--- src/rtl/cnn_conv1_acc_relu_if.sv ---
// Product-in / pixel-out handshake bundle for the conv1 accumulate/ReLU stage.
// The slave modport is the stage's own view; master is the upstream/consumer side.
interface cnn_conv1_acc_relu_if #(
   parameter int PROD_WIDTH = 24,
   parameter int BIAS_WIDTH = 14,
   parameter int OUT_WIDTH  = 14
);
   logic [PROD_WIDTH-1:0] prod_data;
   logic                  prod_last;
   logic                  prod_valid;
   logic                  prod_ready;
   logic [BIAS_WIDTH-1:0] bias;
   logic [OUT_WIDTH-1:0]  out_data;
   logic                  out_sat;
   logic                  out_valid;
   logic                  out_ready;
   logic                  err_last;

   modport slave (
      input  prod_data, prod_last, prod_valid, bias, out_ready,
      output prod_ready, out_data, out_sat, out_valid, err_last
   );

   modport master (
      output prod_data, prod_last, prod_valid, bias, out_ready,
      input  prod_ready, out_data, out_sat, out_valid, err_last
   );
endinterface

--- src/rtl/cnn_conv1_acc_relu.sv ---
// Sums TAPS products plus bias, applies ReLU, >>> SHIFT and saturates; pixel is valid 1 cycle
// after the last tap, held in a one-entry register; prod_ready follows out_ready while it is full.
module cnn_conv1_acc_relu #(
   parameter int PROD_WIDTH = 24,
   parameter int BIAS_WIDTH = 14,
   parameter int ACC_WIDTH  = 28,
   parameter int TAPS       = 9,
   parameter int SHIFT      = 8,
   parameter int OUT_WIDTH  = 14
) (
   input  logic                  ap_clk,
   input  logic                  ap_rst,
   cnn_conv1_acc_relu_if.slave   io
);
   localparam int CNT_WIDTH = (TAPS > 1) ? $clog2(TAPS) : 1;
   localparam logic [CNT_WIDTH-1:0] LAST_TAP = CNT_WIDTH'(TAPS - 1);
   localparam logic signed [ACC_WIDTH-1:0] OUT_MAX = ACC_WIDTH'((1 << (OUT_WIDTH - 1)) - 1);

   typedef enum logic {ST_ACC, ST_EMIT} state_t;

   state_t                        state_q, state_d;
   logic [CNT_WIDTH-1:0]          tap_cnt_q, tap_cnt_d;
   logic signed [ACC_WIDTH-1:0]   acc_q, acc_d;
   logic [OUT_WIDTH-1:0]          out_data_q, out_data_d;
   logic                          out_sat_q, out_sat_d;
   logic                          out_valid_q, out_valid_d;
   logic                          err_last_q, err_last_d;

   logic                          prod_ready;
   logic                          accept;
   logic                          last_tap;
   logic signed [ACC_WIDTH-1:0]   prod_ext;
   logic signed [ACC_WIDTH-1:0]   bias_ext;
   logic signed [ACC_WIDTH-1:0]   sum;
   logic signed [ACC_WIDTH-1:0]   scaled;

   assign prod_ext = {{(ACC_WIDTH - PROD_WIDTH){io.prod_data[PROD_WIDTH-1]}}, io.prod_data};
   assign bias_ext = {{(ACC_WIDTH - BIAS_WIDTH){io.bias[BIAS_WIDTH-1]}}, io.bias};

   always_comb begin
      state_d     = state_q;
      tap_cnt_d   = tap_cnt_q;
      acc_d       = acc_q;
      out_data_d  = out_data_q;
      out_sat_d   = out_sat_q;
      out_valid_d = out_valid_q;
      err_last_d  = err_last_q;

      prod_ready = (state_q == ST_ACC) ? 1'b1 : io.out_ready;
      accept     = io.prod_valid & prod_ready;
      last_tap   = (tap_cnt_q == LAST_TAP);
      // Tap 0 restarts from bias, so a stale acc never leaks into a new window.
      sum        = ((tap_cnt_q == '0) ? bias_ext : acc_q) + prod_ext;
      scaled     = sum >>> SHIFT;

      if (state_q == ST_EMIT && io.out_ready) begin
         out_valid_d = 1'b0;
         state_d     = ST_ACC;
      end

      if (accept) begin
         acc_d = sum;
         if (io.prod_last != last_tap) begin
            err_last_d = 1'b1;
         end
         if (last_tap) begin
            tap_cnt_d   = '0;
            out_valid_d = 1'b1;
            state_d     = ST_EMIT;
            if (sum[ACC_WIDTH-1]) begin
               out_data_d = '0;
               out_sat_d  = 1'b0;
            end else if (scaled > OUT_MAX) begin
               out_data_d = OUT_MAX[OUT_WIDTH-1:0];
               out_sat_d  = 1'b1;
            end else begin
               out_data_d = scaled[OUT_WIDTH-1:0];
               out_sat_d  = 1'b0;
            end
         end else begin
            tap_cnt_d = tap_cnt_q + CNT_WIDTH'(1);
         end
      end
   end

   always_ff @(posedge ap_clk) begin
      if (ap_rst) begin
         state_q     <= ST_ACC;
         tap_cnt_q   <= '0;
         acc_q       <= '0;
         out_data_q  <= '0;
         out_sat_q   <= 1'b0;
         out_valid_q <= 1'b0;
         err_last_q  <= 1'b0;
      end else begin
         state_q     <= state_d;
         tap_cnt_q   <= tap_cnt_d;
         acc_q       <= acc_d;
         out_data_q  <= out_data_d;
         out_sat_q   <= out_sat_d;
         out_valid_q <= out_valid_d;
         err_last_q  <= err_last_d;
      end
   end

   assign io.prod_ready = prod_ready;
   assign io.out_data   = out_data_q;
   assign io.out_sat    = out_sat_q;
   assign io.out_valid  = out_valid_q;
   assign io.err_last   = err_last_q;
endmodule

--- src/flat_wrapper.sv ---
// flat-port wrapper written by rule: the top's interface ports become plain ports
module cnn_conv1_acc_relu_flat 
#(
   parameter int PROD_WIDTH = 24,
   parameter int BIAS_WIDTH = 14,
   parameter int ACC_WIDTH  = 28,
   parameter int TAPS       = 9,
   parameter int SHIFT      = 8,
   parameter int OUT_WIDTH  = 14
)
  (ap_clk, ap_rst, io_prod_data, io_prod_last, io_prod_valid, io_bias, io_out_ready, io_prod_ready, io_out_data, io_out_sat, io_out_valid, io_err_last);
  cnn_conv1_acc_relu_if #(.PROD_WIDTH(PROD_WIDTH), .BIAS_WIDTH(BIAS_WIDTH), .OUT_WIDTH(OUT_WIDTH)) io_i ();
  input  logic ap_clk;
  input  logic ap_rst;
  input wire logic [$bits(io_i.prod_data)-1:0] io_prod_data;
  input wire logic [$bits(io_i.prod_last)-1:0] io_prod_last;
  input wire logic [$bits(io_i.prod_valid)-1:0] io_prod_valid;
  input wire logic [$bits(io_i.bias)-1:0] io_bias;
  input wire logic [$bits(io_i.out_ready)-1:0] io_out_ready;
  output wire logic [$bits(io_i.prod_ready)-1:0] io_prod_ready;
  output wire logic [$bits(io_i.out_data)-1:0] io_out_data;
  output wire logic [$bits(io_i.out_sat)-1:0] io_out_sat;
  output wire logic [$bits(io_i.out_valid)-1:0] io_out_valid;
  output wire logic [$bits(io_i.err_last)-1:0] io_err_last;
  assign io_i.prod_data = io_prod_data;
  assign io_i.prod_last = io_prod_last;
  assign io_i.prod_valid = io_prod_valid;
  assign io_i.bias = io_bias;
  assign io_i.out_ready = io_out_ready;
  assign io_prod_ready = io_i.prod_ready;
  assign io_out_data = io_i.out_data;
  assign io_out_sat = io_i.out_sat;
  assign io_out_valid = io_i.out_valid;
  assign io_err_last = io_i.err_last;
  cnn_conv1_acc_relu #(.PROD_WIDTH(PROD_WIDTH), .BIAS_WIDTH(BIAS_WIDTH), .ACC_WIDTH(ACC_WIDTH), .TAPS(TAPS), .SHIFT(SHIFT), .OUT_WIDTH(OUT_WIDTH)) u_core (.ap_clk(ap_clk), .ap_rst(ap_rst), .io(io_i));
endmodule
--- config.mk ---
export PLATFORM = sky130hd
export DESIGN_NAME = cnn_conv1_acc_relu_flat
export DESIGN_NICKNAME = d
export VERILOG_FILES = /design/src/rtl/cnn_conv1_acc_relu_if.sv /design/src/rtl/cnn_conv1_acc_relu.sv /design/src/flat_wrapper.sv
export SDC_FILE = /design/constraint.sdc
export NUM_CORES = 1
export LEC_CHECK = 0
export ABC_AREA = 1
export CAP_MARGIN = 30
export CORE_MARGIN = 4
export CORE_UTILIZATION = 56
export CTS_CLUSTER_SIZE = 28
export DETAILED_ROUTE_END_ITERATION = 16
export PLACE_DENSITY = 0.92
export SYNTH_ARGS = -nofsm -noshare
export SYNTH_HDL_FRONTEND = slang
export SYNTH_SLANG_ARGS = --single-unit
--- constraint.sdc ---
create_clock -name ap_clk -period 3.9 [get_ports ap_clk]
set_clock_uncertainty 0.2 [all_clocks]
set_input_delay 0.39 -clock ap_clk [delete_from_list [all_inputs] [get_ports ap_clk]]
set_output_delay 0.39 -clock ap_clk [all_outputs]
set_load 0.01 [all_outputs]
==> results.yml <==
drt:
  route.detailed.vias_per_inst: 5.386
  detail_route.iter0.violations: 480
  num_vias: 4756
  drt_first_pass_iters: 5
  drt_wl_total_um: 12820
  route.detailed.wl_per_inst_um: 14.52
  drc_errors: 0
  route.antenna.remaining_nets: 0
setup_path:
  critical_path.max_stage_delay_ps: 420
  worst_ep_arrival_time_ps: 3690
  crit_path_cell_trace: "inv_1, ha_1, inv_1, nor3_4, buf_4, buf_4, o21ai_0, inv_1, ha_1, nand2_1, nor2_1, nand2_1, nor2_1, nor2_2, nand2_1, nand2_1, nand2_2, nand3_1, nand2_1, nand2_1, nand2_2"
  critical_path.max_fanout: 15
  timing.critical_path.from_type: "flop"
  crit_required_ps: 3960
  path_common_cell: "nand2_1"
  cp_slowest_cell: "ha_1"
  critPathCaptureType: "flop"
  critPathKind: "flop to flop"
die:
  fp.coreArea_um2: 7408
  num_io_pins: 61
  row_count: 31
  starting_utilization_of_the_core_area: 0.5857
  floorplan.die_area_um2: 9221
  die_h_um: 96.03
  die_width_um: 96.03
clock_tree:
  clkTransAtPathRegs_ps: 90
  cts_tree: "done"
  clock_path_buffers: 2
  cts.sink_count: 50
  cts_root_buffer: "clkbuf_8"
  cts-htree-levels: 2
  cts-hold-fix-buffers: 0
  clock_latency_ps: 310
  cts_inserted_buffers: 5
cells_and_area:
  finalCoreUtilization: 0.6965
  post_route_cells_drive_above_1_share: 0.07015
  final-seq-area_um2: 1001
  area_growth_syn_to_layout_pct: 18.92
  finish.net_count: 859
  final_cell_count_no_fill: 883
  multiInputGateArea_um2: 2729
  number_of_diodes_added_for_antenna_fixing: 0
  fillCellCount: 627
yosys:
  yosys_register_bits: 50
  netlist_area_um2: 4339
  synth.lib_cells_used.distinct: 33
  asyncSetResetFlopFracSynth: 0
  post-synth-top-count-cell: "nand2_1"
  sequential_fraction_of_the_synthesis_area: 0.2307
  synth.avg_cell_area_um2: 5.952
  synth_nets: 804
  synth_enable_flop_cells: 0
  synthDominantCellAreaShare: 0.2307
  synth_top_area_cell: "dfxtp_1"
  top_reg_cell_synth: "dfxtp_1"
  yosys-top-cells-count: "nand2_1 (212), inv_1 (142), nor2_1 (71)"
  ys_top_cells_by_area: "dfxtp_1 (23%), nand2_1 (18%), inv_1 (12%), ha_1 (8.9%), o21ai_0 (6.2%)"
  syn-instance-count: 729
  synth.yosys.warnings: 0
run:
  maxCapViolations: 0
sta:
  setup_viol: 0
  worst_slew_margin_rel: 0.4883
  finalSetupTns_ps: 0
  hold_violations: 0
  tightest_slew_ps: 766.7
  final.period_utilization: 0.9304
  unrepaired_setup_endpoints_after_global_routing: "no"
  max_freq_mhz: 275.6
  slew_violations: 0
  final.min_clock_period_ps: 3629
placed_design:
  placed_cells_incl_taps: 874
  finalWeightedCongestion: 0.9859
  port-buffer-count: 60
  detailedPlacementHpwl_um: 10140
global_routing:
  grt_first_pass_wirelength_um: 20270
  antenna_found_initial: 0
  first_global_vias: 4548
  grt_start_max_net_pins: 42
  grt-ovfl-total: 0
  grt_usage: 0.2810
power:
  power.leakage_uw: 0.002850
  vdd_drop_max_mv: 0.2215
  power_density_nw_per_um2: 369.3
min_path:
  worst_hold_path_type: "flop to flop"
outcome:
  status: "finished, final reports clean"
stage by stage:
step           total power (µW)  hold WS, ps  worst slack, ps  area, µm²
6_report                   1906        248.9            271.4       5160
2_1_floorplan              1237        224.9            677.9       4339
5_1_grt                    2032        273.9            4.162       5160
3_5_place_dp               1506        236.8            362.0       5016
4_1_cts                    1875        249.3            300.3       5129
3_3_place_gp               1477        227.0            467.8       5016
registers in the layout, indices dropped and copies added, names as in the netlist:
name and flops:
u_core.acc_q 28, u_core.io.out_data 14, u_core.tap_cnt_q 4, u_core.io.err_last 1, u_core.io.out_sat 1, u_core.io.out_valid 1, u_core.state_q 1
worst max-delay path, delay by kind of cell, from the launching register on:
family	cells	cell delay [ps]
adders and majority gates	2	630
buffers and inverters	5	580
AOI/OAI and AO/OA	1	180
DFF	1	390
and+or+nand+nor	13	1600
cell type report:
type | instances | area share
Clock inverter | 1 | 0.005820
Inverter | 146 | 0.1062
Sequential cell | 50 | 0.1940
Multi-Input combinational cell | 515 | 0.5289
Timing Repair Buffer | 66 | 0.1251
Tap cell | 99 | 0.02401
Clock buffer | 6 | 0.01600
final timing paths:
check                                                         start                                   to  slack [ps]  depth (start not counted)
worst max-delay path               u_core.tap_cnt_q[0]$_SDFFE_PP0P_  u_core.io.out_data[11]$_SDFFE_PP0P_         270                         21
worst min-delay path            u_core.io.out_data[13]$_SDFFE_PP0P_  u_core.io.out_data[13]$_SDFFE_PP0P_         250                          2
worst max register to register     u_core.tap_cnt_q[0]$_SDFFE_PP0P_  u_core.io.out_data[11]$_SDFFE_PP0P_         270                         21
worst min register to register  u_core.io.out_data[13]$_SDFFE_PP0P_  u_core.io.out_data[13]$_SDFFE_PP0P_         250                          2
where the power goes:
group	switching (µW)	internal (µW)	total [µW]
Clock	172	205	378
Combinational	627	329	956
Sequential	18.6	553	572
Total	818	1090	1910
metal layers:
metal  global-route usage  wire length (µm)
met1               0.3260              5071
met2               0.5078              6523
met3              0.03831               714
met4               0.1268               511
met5                    0                 0
cells in the final DEF (no fill, tap or decap), drive strengths merged, types with 11 or more instances in the layout:
| cell type | count |
|---|---|
| nand2 | 226 |
| inv | 146 |
| nor2 | 76 |
| clkdlybuf4s50 | 60 |
| o21ai | 56 |
| dfxtp | 50 |
| nand3 | 47 |
| a21oi | 33 |
| ha | 31 |
| xor2 | 11 |
repair_timing:
action,in CTS,in global routing
setup endpoints to repair,0,8
setup buffers,0,2
resized for setup,0,3
kinds of logic after synthesis:
group / Yosys count / share of synthesized area
xor+xnor: 19 / 0.03835
compound gates: 94 / 0.1133
simple gates: 370 / 0.3795
flops: 50 / 0.2307
fa+ha+maj: 32 / 0.09400
buf+inv: 164 / 0.1442
(Power assumes the default switching activity.)
